File: config.mk
export PLATFORM = sky130hd
export DESIGN_NAME = key_event_calc
export DESIGN_NICKNAME = d
export VERILOG_FILES = /design/src/rtl/calc_pkg.sv /design/src/rtl/seq_divider.sv /design/src/rtl/key_event_calc.sv
export SDC_FILE = /design/constraint.sdc
export NUM_CORES = 1
export LEC_CHECK = 0
export ABC_AREA = 1
export CAP_MARGIN = 10
export CORE_ASPECT_RATIO = 0.5
export CORE_UTILIZATION = 42
export CTS_CLUSTER_SIZE = 16
export DETAILED_ROUTE_END_ITERATION = 16
export PLACE_DENSITY = 0.55
export REMOVE_ABC_BUFFERS = 1
export SLEW_MARGIN = 20
export SYNTH_ARGS = -nofsm -noshare
export SYNTH_HDL_FRONTEND = slang
export SYNTH_HIERARCHICAL = 1
export SYNTH_SLANG_ARGS = --single-unit
File: constraint.sdc
create_clock -name clk -period 7.2 [get_ports clk]
set_input_delay 1.08 -clock clk [delete_from_list [all_inputs] [get_ports clk]]
set_output_delay 1.08 -clock clk [all_outputs]
set_load 0.005 [all_outputs]
File: src/rtl/calc_pkg.sv
// Shared calculator definitions: FSM states, operator codes and default widths.
// The operator codes are also used by the keypad scanner's op_val decoder.
package calc_pkg;

  localparam int unsigned DEF_MAX_DIGITS = 4;
  localparam int unsigned DEF_OPERAND_W  = 14;
  localparam int unsigned DEF_RESULT_W   = 28;

  typedef enum logic [1:0] {
    ENTER_A,
    ENTER_B,
    DIVIDE,
    SHOW
  } state_t;

  typedef enum logic [1:0] {
    OP_ADD = 2'b00,
    OP_SUB = 2'b01,
    OP_MUL = 2'b10,
    OP_DIV = 2'b11
  } op_t;

endpackage

File: src/rtl/seq_divider.sv
// Unsigned restoring divider, one quotient bit per cycle, W iterations total.
// The first iteration runs on the start edge, so done pulses W cycles after start.
module seq_divider #(
  parameter int unsigned W = 14
) (
  input  logic         clk,
  input  logic         rst,
  input  logic         start,
  input  logic [W-1:0] dividend,
  input  logic [W-1:0] divisor,
  output logic         busy,
  output logic         done,
  output logic [W-1:0] quotient
);

  localparam int unsigned CNT_W = $clog2(W + 1);

  logic [W-1:0]     r_rem, r_quo, r_dsr;
  logic [CNT_W-1:0] r_cnt;
  logic             r_busy, r_done;

  logic [W-1:0] w_rem_in, w_quo_in, w_dsr, w_rem_nx, w_quo_nx;
  logic [W:0]   w_shift;
  logic         w_ge;

  assign w_rem_in = start ? '0 : r_rem;
  assign w_quo_in = start ? dividend : r_quo;
  assign w_dsr    = start ? divisor : r_dsr;
  assign w_shift  = {w_rem_in, w_quo_in[W-1]};
  assign w_ge     = w_shift >= {1'b0, w_dsr};
  assign w_rem_nx = w_ge ? W'(w_shift - {1'b0, w_dsr}) : w_shift[W-1:0];
  assign w_quo_nx = {w_quo_in[W-2:0], w_ge};

  always_ff @(posedge clk) begin
    if (rst) begin
      r_rem  <= '0;
      r_quo  <= '0;
      r_dsr  <= '0;
      r_cnt  <= '0;
      r_busy <= 1'b0;
      r_done <= 1'b0;
    end else begin
      r_done <= 1'b0;
      if (start) begin
        r_rem  <= w_rem_nx;
        r_quo  <= w_quo_nx;
        r_dsr  <= divisor;
        r_cnt  <= CNT_W'(W - 1);
        r_busy <= 1'b1;
      end else if (r_busy) begin
        r_rem <= w_rem_nx;
        r_quo <= w_quo_nx;
        r_cnt <= r_cnt - CNT_W'(1);
        if (r_cnt == CNT_W'(1)) begin
          r_busy <= 1'b0;
          r_done <= 1'b1;
        end
      end
    end
  end

  assign busy     = r_busy;
  assign done     = r_done;
  assign quotient = r_quo;

endmodule

File: src/rtl/key_event_calc.sv
// Calculator core: assembles decimal operands from key strobes, latches the
// operator and produces a signed result; division is delegated to seq_divider.
module key_event_calc
  import calc_pkg::*;
#(
  parameter int unsigned MAX_DIGITS = DEF_MAX_DIGITS,
  parameter int unsigned OPERAND_W  = DEF_OPERAND_W,
  parameter int unsigned RESULT_W   = DEF_RESULT_W
) (
  input  logic                clk,
  input  logic                rst,
  input  logic                is_num,
  input  logic                is_op,
  input  logic                is_eq,
  input  logic [3:0]          num_val,
  input  logic [1:0]          op_val,
  output logic [RESULT_W-1:0] disp_val,
  output logic                result_valid,
  output logic                busy,
  output logic                err
);

  localparam int unsigned CNT_W   = $clog2(MAX_DIGITS + 1);
  localparam int unsigned MAX_VAL = 10 ** MAX_DIGITS - 1;
  localparam int unsigned PAD_W   = RESULT_W - OPERAND_W;

  state_t                      r_state, w_state_n;
  logic [OPERAND_W-1:0]        r_a, r_b, w_a_n, w_b_n;
  logic [CNT_W-1:0]            r_cnt, w_cnt_n;
  op_t                         r_op, w_op_n;
  logic signed [RESULT_W-1:0]  r_res, w_res_n, r_disp, w_disp_n;
  logic                        r_err, w_err_n, r_valid, r_busy;

  logic signed [RESULT_W-1:0]  w_a_ext, w_b_ext;
  logic [OPERAND_W-1:0]        w_a_dig, w_b_dig, w_quo;
  logic                        w_digit_ok, w_room, w_chain_ok;
  logic                        w_div_start, w_div_busy, w_div_done;

  assign w_a_ext    = {{PAD_W{1'b0}}, r_a};
  assign w_b_ext    = {{PAD_W{1'b0}}, r_b};
  assign w_a_dig    = r_a * OPERAND_W'(10) + OPERAND_W'(num_val);
  assign w_b_dig    = r_b * OPERAND_W'(10) + OPERAND_W'(num_val);
  assign w_digit_ok = is_num && (num_val <= 4'd9);
  assign w_room     = r_cnt < CNT_W'(MAX_DIGITS);
  assign w_chain_ok = !r_err && !r_res[RESULT_W-1] && (r_res <= RESULT_W'(MAX_VAL));

  seq_divider #(.W(OPERAND_W)) u_div (
    .clk      (clk),
    .rst      (rst),
    .start    (w_div_start),
    .dividend (r_a),
    .divisor  (r_b),
    .busy     (w_div_busy),
    .done     (w_div_done),
    .quotient (w_quo)
  );

  // Priority eq > op > num falls out of the if/else-if ordering in each state.
  always_comb begin
    w_state_n   = r_state;
    w_a_n       = r_a;
    w_b_n       = r_b;
    w_cnt_n     = r_cnt;
    w_op_n      = r_op;
    w_res_n     = r_res;
    w_err_n     = r_err;
    w_div_start = 1'b0;
    case (r_state)
      ENTER_A: begin
        if (is_eq) begin
          w_res_n   = w_a_ext;
          w_state_n = SHOW;
        end else if (is_op) begin
          w_op_n    = op_t'(op_val);
          w_b_n     = '0;
          w_cnt_n   = '0;
          w_state_n = ENTER_B;
        end else if (w_digit_ok && w_room) begin
          w_a_n   = w_a_dig;
          w_cnt_n = r_cnt + CNT_W'(1);
        end
      end
      ENTER_B: begin
        if (is_eq) begin
          w_state_n = SHOW;
          case (r_op)
            OP_ADD: w_res_n = w_a_ext + w_b_ext;
            OP_SUB: w_res_n = w_a_ext - w_b_ext;
            OP_MUL: w_res_n = w_a_ext * w_b_ext;
            default: begin
              if (r_b != '0) begin
                w_div_start = 1'b1;
                w_state_n   = DIVIDE;
              end else begin
                w_res_n = '0;
                w_err_n = 1'b1;
              end
            end
          endcase
        end else if (is_op) begin
          w_op_n = op_t'(op_val);
        end else if (w_digit_ok && w_room) begin
          w_b_n   = w_b_dig;
          w_cnt_n = r_cnt + CNT_W'(1);
        end
      end
      DIVIDE: begin
        if (w_div_done) begin
          w_res_n   = {{PAD_W{1'b0}}, w_quo};
          w_state_n = SHOW;
        end
      end
      SHOW: begin
        if (!is_eq) begin
          if (is_op) begin
            if (w_chain_ok) begin
              w_a_n     = r_res[OPERAND_W-1:0];
              w_op_n    = op_t'(op_val);
              w_b_n     = '0;
              w_cnt_n   = '0;
              w_state_n = ENTER_B;
            end
          end else if (w_digit_ok) begin
            w_a_n     = OPERAND_W'(num_val);
            w_cnt_n   = CNT_W'(1);
            w_err_n   = 1'b0;
            w_state_n = ENTER_A;
          end
        end
      end
      default: w_state_n = ENTER_A;
    endcase

    w_disp_n = r_disp;
    case (w_state_n)
      ENTER_A: w_disp_n = {{PAD_W{1'b0}}, w_a_n};
      ENTER_B: w_disp_n = {{PAD_W{1'b0}}, w_b_n};
      SHOW:    w_disp_n = w_res_n;
      default: w_disp_n = r_disp;
    endcase
  end

  always_ff @(posedge clk) begin
    if (rst) begin
      r_state <= ENTER_A;
      r_a     <= '0;
      r_b     <= '0;
      r_cnt   <= '0;
      r_op    <= OP_ADD;
      r_res   <= '0;
      r_err   <= 1'b0;
      r_disp  <= '0;
      r_valid <= 1'b0;
      r_busy  <= 1'b0;
    end else begin
      r_state <= w_state_n;
      r_a     <= w_a_n;
      r_b     <= w_b_n;
      r_cnt   <= w_cnt_n;
      r_op    <= w_op_n;
      r_res   <= w_res_n;
      r_err   <= w_err_n;
      r_disp  <= w_disp_n;
      r_valid <= (w_state_n == SHOW) && (r_state != SHOW);
      r_busy  <= w_div_start || w_div_busy;
    end
  end

  assign disp_val     = r_disp;
  assign result_valid = r_valid;
  assign busy         = r_busy;
  assign err          = r_err;

endmodule
==> results.py, run 1 <==
metrics = {
    "synthesis": {
        "synth-edff-count": 0,
        "ys_seq_area_share_pct": 14.4,
        "synth_area_leaders": "nand2_1, fa_1, dfxtp_1",
        "synth_top_area_cell": "nand2_1",
        "yosysTopAreaCellShare_pct": 16.3,
        "synth-seq-cells": 142,
        "syn_avg_cell_area_um2": 6.36,
        "yosysUniqueCellTypes": 59,
        "yosysWarnings": 6,
        "async_reset_ff_share_pct": 0,
        "syn_area_mm2": 0.0198,
        "synth_common_cells": "nand2_1, inv_1, nor2_1",
        "synth_flop_cell": "dfxtp_1",
        "syn-instance-count": 3116,
        "yosysMostFrequentCell": "nand2_1",
    },
    "sta": {
        "maxSlewViolCount": 0,
        "tightest_slew_ns": 1.00,
        "finalHoldViolations": 0,
        "skew_ns": 0.0123,
        "min_period_ns": 6.46,
        "fin_crit_sh_pct": 89.8,
        "tns_ns": 0,
        "slew_headroom_pct": 33.2,
        "fmax_ghz": 0.155,
        "finalSetupViolations": 0,
        "whs_ns": 0.469,
        "rsz0062_at_grt": "false",
    },
    "clock_network": {
        "cts_buffer_depth": 2,
        "cts_hold_buffers": 0,
        "post_cts_buffers": 0,
        "clk_pin_slew_ns": 0.07,
        "htree_levels": 4,
        "numCtsBuffers": 17,
        "postCtsResizedCells": 0,
        "cts_num_sinks": 142,
        "ctsRootBufferMaster": "clkbuf_16",
        "clock_latency_ns": 0.45,
        "cts_tree": "built",
    },
    "pwr": {
        "swShare_pct": 57.3,
        "intPower_mw": 2.76,
        "comb_power_share_pct": 68.0,
        "p_sw_mw": 3.71,
        "p_leak_nw": 11.8,
        "pwr-share-clk_pct": 15.2,
        "p_per_area_mw_per_mm2": 301,
        "seq_power_share_pct": 16.8,
        "peakVddDrop_mv": 0.239,
    },
    "setup_path": {
        "path_class": "reg -> reg",
        "max_stage_delay_ns": 0.77,
        "critPathTopFamily": "adder cells",
        "crit_fanout": 15,
        "cp_num_buf_inv": 5,
        "cp.required_ns": 7.59,
        "crit_top_cell": "nand2_1",
        "reg2reg_slack_ns": 0.74,
        "crit_slowest_cell": "dfxtp_1",
        "worst_ep_arrival_time_ns": 6.86,
        "end_kind": "flop",
        "critPathLaunchType": "flop",
    },
    "route": {
        "met1_length_um": 33900,
        "wl_met3_um": 6410,
        "num_vias": 20103,
        "ant_nets": 0,
        "drc_errors": 0,
        "drtPass1Iterations": 6,
        "met2WireLength_um": 31200,
        "vias_per_cell": 5.36,
        "routed.top_layer": "met5",
        "drtIter0Drc": 1895,
        "routedWlPerCell_um": 19.5,
        "finalWirelength_um": 73300,
    },
    "global_route": {
        "grt_pass1_wl_um": 113000,
        "grt_antenna_before_repair": 2,
        "grt_max_degree": 51,
        "track_usage_pct": 31.0,
        "overflow": 0,
        "grt_pass1_vias": 19142,
    },
    "run_status": {
        "status": "complete, no violations",
    },
    "die": {
        "row_count": 55,
        "core_mm2": 0.0458,
        "ios": 42,
        "die_w_um": 309,
        "die_h_um": 156,
        "start_util_pct": 43.2,
        "dieArea_mm2": 0.0481,
    },
    "placement": {
        "routabilityCongestion": 0.985,
        "place_hpwl_um": 57900,
        "port_buffers": 41,
    },
    "cells_and_area": {
        "drive_gt1_share_pct": 4.97,
        "syn_to_final_growth_pct": 8.50,
        "diodes": 0,
        "final_nets": 3451,
        "final_core_util_pct": 46.9,
    },
    "hold_path": {
        "min_path_type": "reg -> reg",
    },
    "job": {
        "drv_cap": 0,
    },
}
## path summary, 6_finish.rpt
kind                                      from              to  cells after the start
worst min register to register  u_div/r_rem[1]  u_div/r_rem[1]                      2
worst max register to register          r_a[5]    disp_val[12]                     27
worst min-delay path            u_div/r_rem[1]  u_div/r_rem[1]                      2
worst max-delay path                    r_a[5]    disp_val[12]                     27
## routing by layer
layer | track usage [%] | up-vias
met4 | 8.23 | 2
met3 | 5.70 | 114
met2 | 47.8 | 776
met5 | 0 | -
met1 | 44.2 | 9447
li1 | - | 9764
## cell type report
class | count | area, um^2
Fill cell | 4968 | 24300
Multi-Input combinational cell | 2270 | 14200
Sequential cell | 142 | 2840
Inverter | 573 | 2150
Timing Repair Buffer | 104 | 878
Tap cell | 627 | 785
Clock buffer | 17 | 425
Clock inverter | 15 | 193
## power by group through the flow
stage	Sequential, mW	Combinational, mW	Clock [mW]
2_1_floorplan	1.16	2.62	0
5_1_grt	1.10	4.82	1.02
6_report	1.09	4.40	0.981
4_1_cts	1.08	4.31	0.995
3_5_place_dp	1.10	4.29	0
3_3_place_gp	1.09	4.27	0
## worst register-to-register path: cells and delay by family, from the launching register on
family	cells	cell delay, ns
AND/OR/NAND/NOR	13	1.50
flip-flops	1	0.77
adder cells (fa/ha/maj)	8	3.55
buffers and inverters	5	0.29
AO/OA/AOI/OAI	1	0.31
## through the flow
step                      setup slack [ns]  power [mW]  std cells  area, um^2
after floorplan                       1.44        3.78       2985       19200
after global placement               0.840        5.37       3716       20900
after detailed placement             0.850        5.39       3716       20900
after CTS                            0.822        6.38       3748       21500
after global routing                 0.291        6.94       3748       21500
final                                0.738        6.47       3748       21500
## placed cells by master (no fill, tap or decap), types with 7 or more instances in the layout
cell             count
inv_1              562
a211oi_1            12
nor2_1             269
nand4_1             42
xor2_1              14
ha_1               184
or2_2                8
clkdlybuf4s50_1     40
o21ai_0            138
a21boi_0             8
a21oi_1            145
nand3_1            237
nand2_1            860
clkbuf_16           17
o21ai_1             26
buf_4               63
dfxtp_1            142
a31oi_1             14
o211ai_1            12
xnor2_1              7
nand3b_1            11
mux2i_1             10
fa_1               148
nor3_1              38
## cell families after synthesis
group,after synthesis,share of synthesized area (%)
simple gates,1501,32.0
buf+inv,704,13.9
compound gates,406,11.7
fa+ha+maj,332,26.6
flops,142,14.4
xor+xnor,21,0.929
mux,10,0.505
## state kept, by name, summed over array words and instances, names as in the netlist, 2 cells and up
| signal | flops |
|---|---|
| r_b | 14 |
| u_div/r_rem | 14 |
| r_op | 2 |
| r_a | 14 |
| u_div/r_dsr | 14 |
| r_cnt | 3 |
| disp_val | 28 |
| r_res | 28 |
| r_state | 2 |
| u_div/r_cnt | 4 |
| u_div/quotient | 14 |
Note: power is estimated with default switching activity, not from simulation.
==> run 2, diff against run 1 <==
==> constraint.sdc (replaced) <==
create_clock -name clk -period 7.2 [get_ports clk]
set_input_delay 1.44 -clock clk [delete_from_list [all_inputs] [get_ports clk]]
set_output_delay 1.44 -clock clk [all_outputs]
set_load 0.005 [all_outputs]
==> results.py, run 2 (same netlist as run 1, synthesis figures left out) <==
metrics = {
    "run_status": {
        "status": "complete, no violations",
    },
    "placement": {
        "dp_slack_ns": 0.639,
        "place_hpwl_um": 56400,
        "routabilityCongestion": 0.983,
        "port_buffers": 41,
        "dp_cells": 3710,
    },
    "hold_path": {
        "holdPathStages": 2,
        "min_path_type": "reg -> reg",
        "hold_start": "u_div/r_rem[1]",
        "whs_endpoint": "u_div/r_rem[1]",
    },
    "global_route": {
        "gr-max-usage-layer": "met2",
        "grt_max_degree": 61,
        "track_usage_pct": 30.6,
        "grt_pass1_wl_um": 112000,
        "grt_antenna_before_repair": 2,
        "use_met3_pct": 5.98,
        "grt_pass1_vias": 19068,
        "overflow": 0,
        "met2_usage_pct": 46.9,
        "use_met1_pct": 43.5,
    },
    "setup_path": {
        "cp.required_ns": 7.60,
        "critPathLaunchType": "flop",
        "crit_fanout": 14,
        "reg2reg_slack_ns": 0.58,
        "max_stage_delay_ns": 0.91,
        "cp_num_buf_inv": 7,
        "end_kind": "flop",
        "worst_ep_arrival_time_ns": 7.02,
        "timing.rr.end": "disp_val[16]",
        "timing.rr.start": "r_a[8]",
        "crit_slowest_cell": "dfxtp_1",
        "ff2ff_path_depth": 27,
        "critPathTopFamily": "adder cells",
        "path_class": "reg -> reg",
    },
    "sta": {
        "fmax_ghz": 0.151,
        "setup_ws_ns": 0.577,
        "tns_ns": 0,
        "rsz0062_at_grt": "false",
        "whs_ns": 0.471,
        "finalHoldViolations": 0,
        "skew_ns": 0.0156,
        "tightest_slew_ns": 1.01,
        "slew_headroom_pct": 32.7,
        "maxSlewViolCount": 0,
        "finalSetupViolations": 0,
        "min_period_ns": 6.62,
        "fin_crit_sh_pct": 92.0,
    },
    "cells_and_area": {
        "n_fill_cell": 4924,
        "fin_cells": 3742,
        "final_common_cell": "nand2_1",
        "diodes": 0,
        "mostFrequentLayoutCells": "nand2_1, inv_1, nor2_1, nand3_1, ha_1",
        "seq_area_mm2": 0.00284,
        "final_nets": 3445,
        "multiInputGateArea_mm2": 0.0142,
        "drive_gt1_share_pct": 4.75,
        "syn_to_final_growth_pct": 8.20,
    },
    "clock_network": {
        "clk_pin_slew_ns": 0.08,
        "cts_buffer_depth": 2,
        "htree_levels": 4,
        "cts_hold_buffers": 0,
        "cts_tree": "built",
        "ctsRootBufferMaster": "clkbuf_16",
        "cts_num_sinks": 142,
        "clock_latency_ns": 0.46,
        "post_cts_buffers": 0,
        "postCtsResizedCells": 0,
        "numCtsBuffers": 17,
    },
    "die": {
        "ios": 42,
        "die_h_um": 156,
        "start_util_pct": 43.2,
        "row_count": 55,
        "dieArea_mm2": 0.0481,
        "die_w_um": 309,
        "core_mm2": 0.0458,
    },
    "route": {
        "drtIter0Drc": 1880,
        "finalWirelength_um": 72000,
        "vias_per_cell": 5.35,
        "ant_nets": 0,
        "num_vias": 20015,
        "drtPass1Iterations": 6,
        "routedWlPerCell_um": 19.2,
        "drc_errors": 0,
    },
    "job": {
        "drv_cap": 0,
    },
    "pwr": {
        "p_per_area_mw_per_mm2": 300,
        "peakVddDrop_mv": 0.182,
        "p_leak_nw": 11.8,
    },
}
## run 2: routing by layer
layer | vias to the layer above | wire, um
li1 | 9736 | -
met5 | - | 9
met4 | 2 | 1870
met3 | 115 | 5980
met2 | 772 | 30400
met1 | 9390 | 33800
## run 2: how the worst max path moves through the flow
stage / from / to / slack (ns) / cells after the start
CTS: r_a[8] / disp_val[16] / 0.65 / 27
finish: r_a[8] / disp_val[16] / 0.58 / 27
floorplan: r_a[1] / disp_val[27] / 1.44 / 26
global route: r_a[8] / disp_val[16] / 0.06 / 27
global placement: r_a[8] / disp_val[16] / 0.66 / 27
detailed placement: r_a[8] / disp_val[16] / 0.64 / 27
## run 2: final cells by class
class	instances	area share, %
Multi-Input combinational cell	2270	66.3
Clock inverter	15	0.846
Inverter	573	10.0
Clock buffer	17	1.98
Timing Repair Buffer	98	3.89
Tap cell	627	3.66
Sequential cell	142	13.3
## run 2: through the flow
stage                     total power [mW]  utilization, %  cell area [um^2]
after floorplan                       3.78               -             19200
after global placement                5.38            45.4             20800
after detailed placement              5.38            45.4             20800
after CTS                             6.34            46.8             21400
after global routing                  6.92            46.8             21400
final                                 6.42            46.8             21400
## run 2: power breakdown
group          internal, mW  switching (mW)  total [mW]
clock                 0.473           0.470       0.943
sequential            0.913           0.233        1.15
combinational          1.30            3.03        4.33
## run 2: worst register-to-register path, delay by kind of cell, from the launching register on
family / cells / cell delay, ns
flip-flops: 1 / 0.91
AO/OA/AOI/OAI: 5 / 0.95
adder cells (fa/ha/maj): 7 / 3.11
buffers and inverters: 7 / 0.72
AND/OR/NAND/NOR: 8 / 0.89
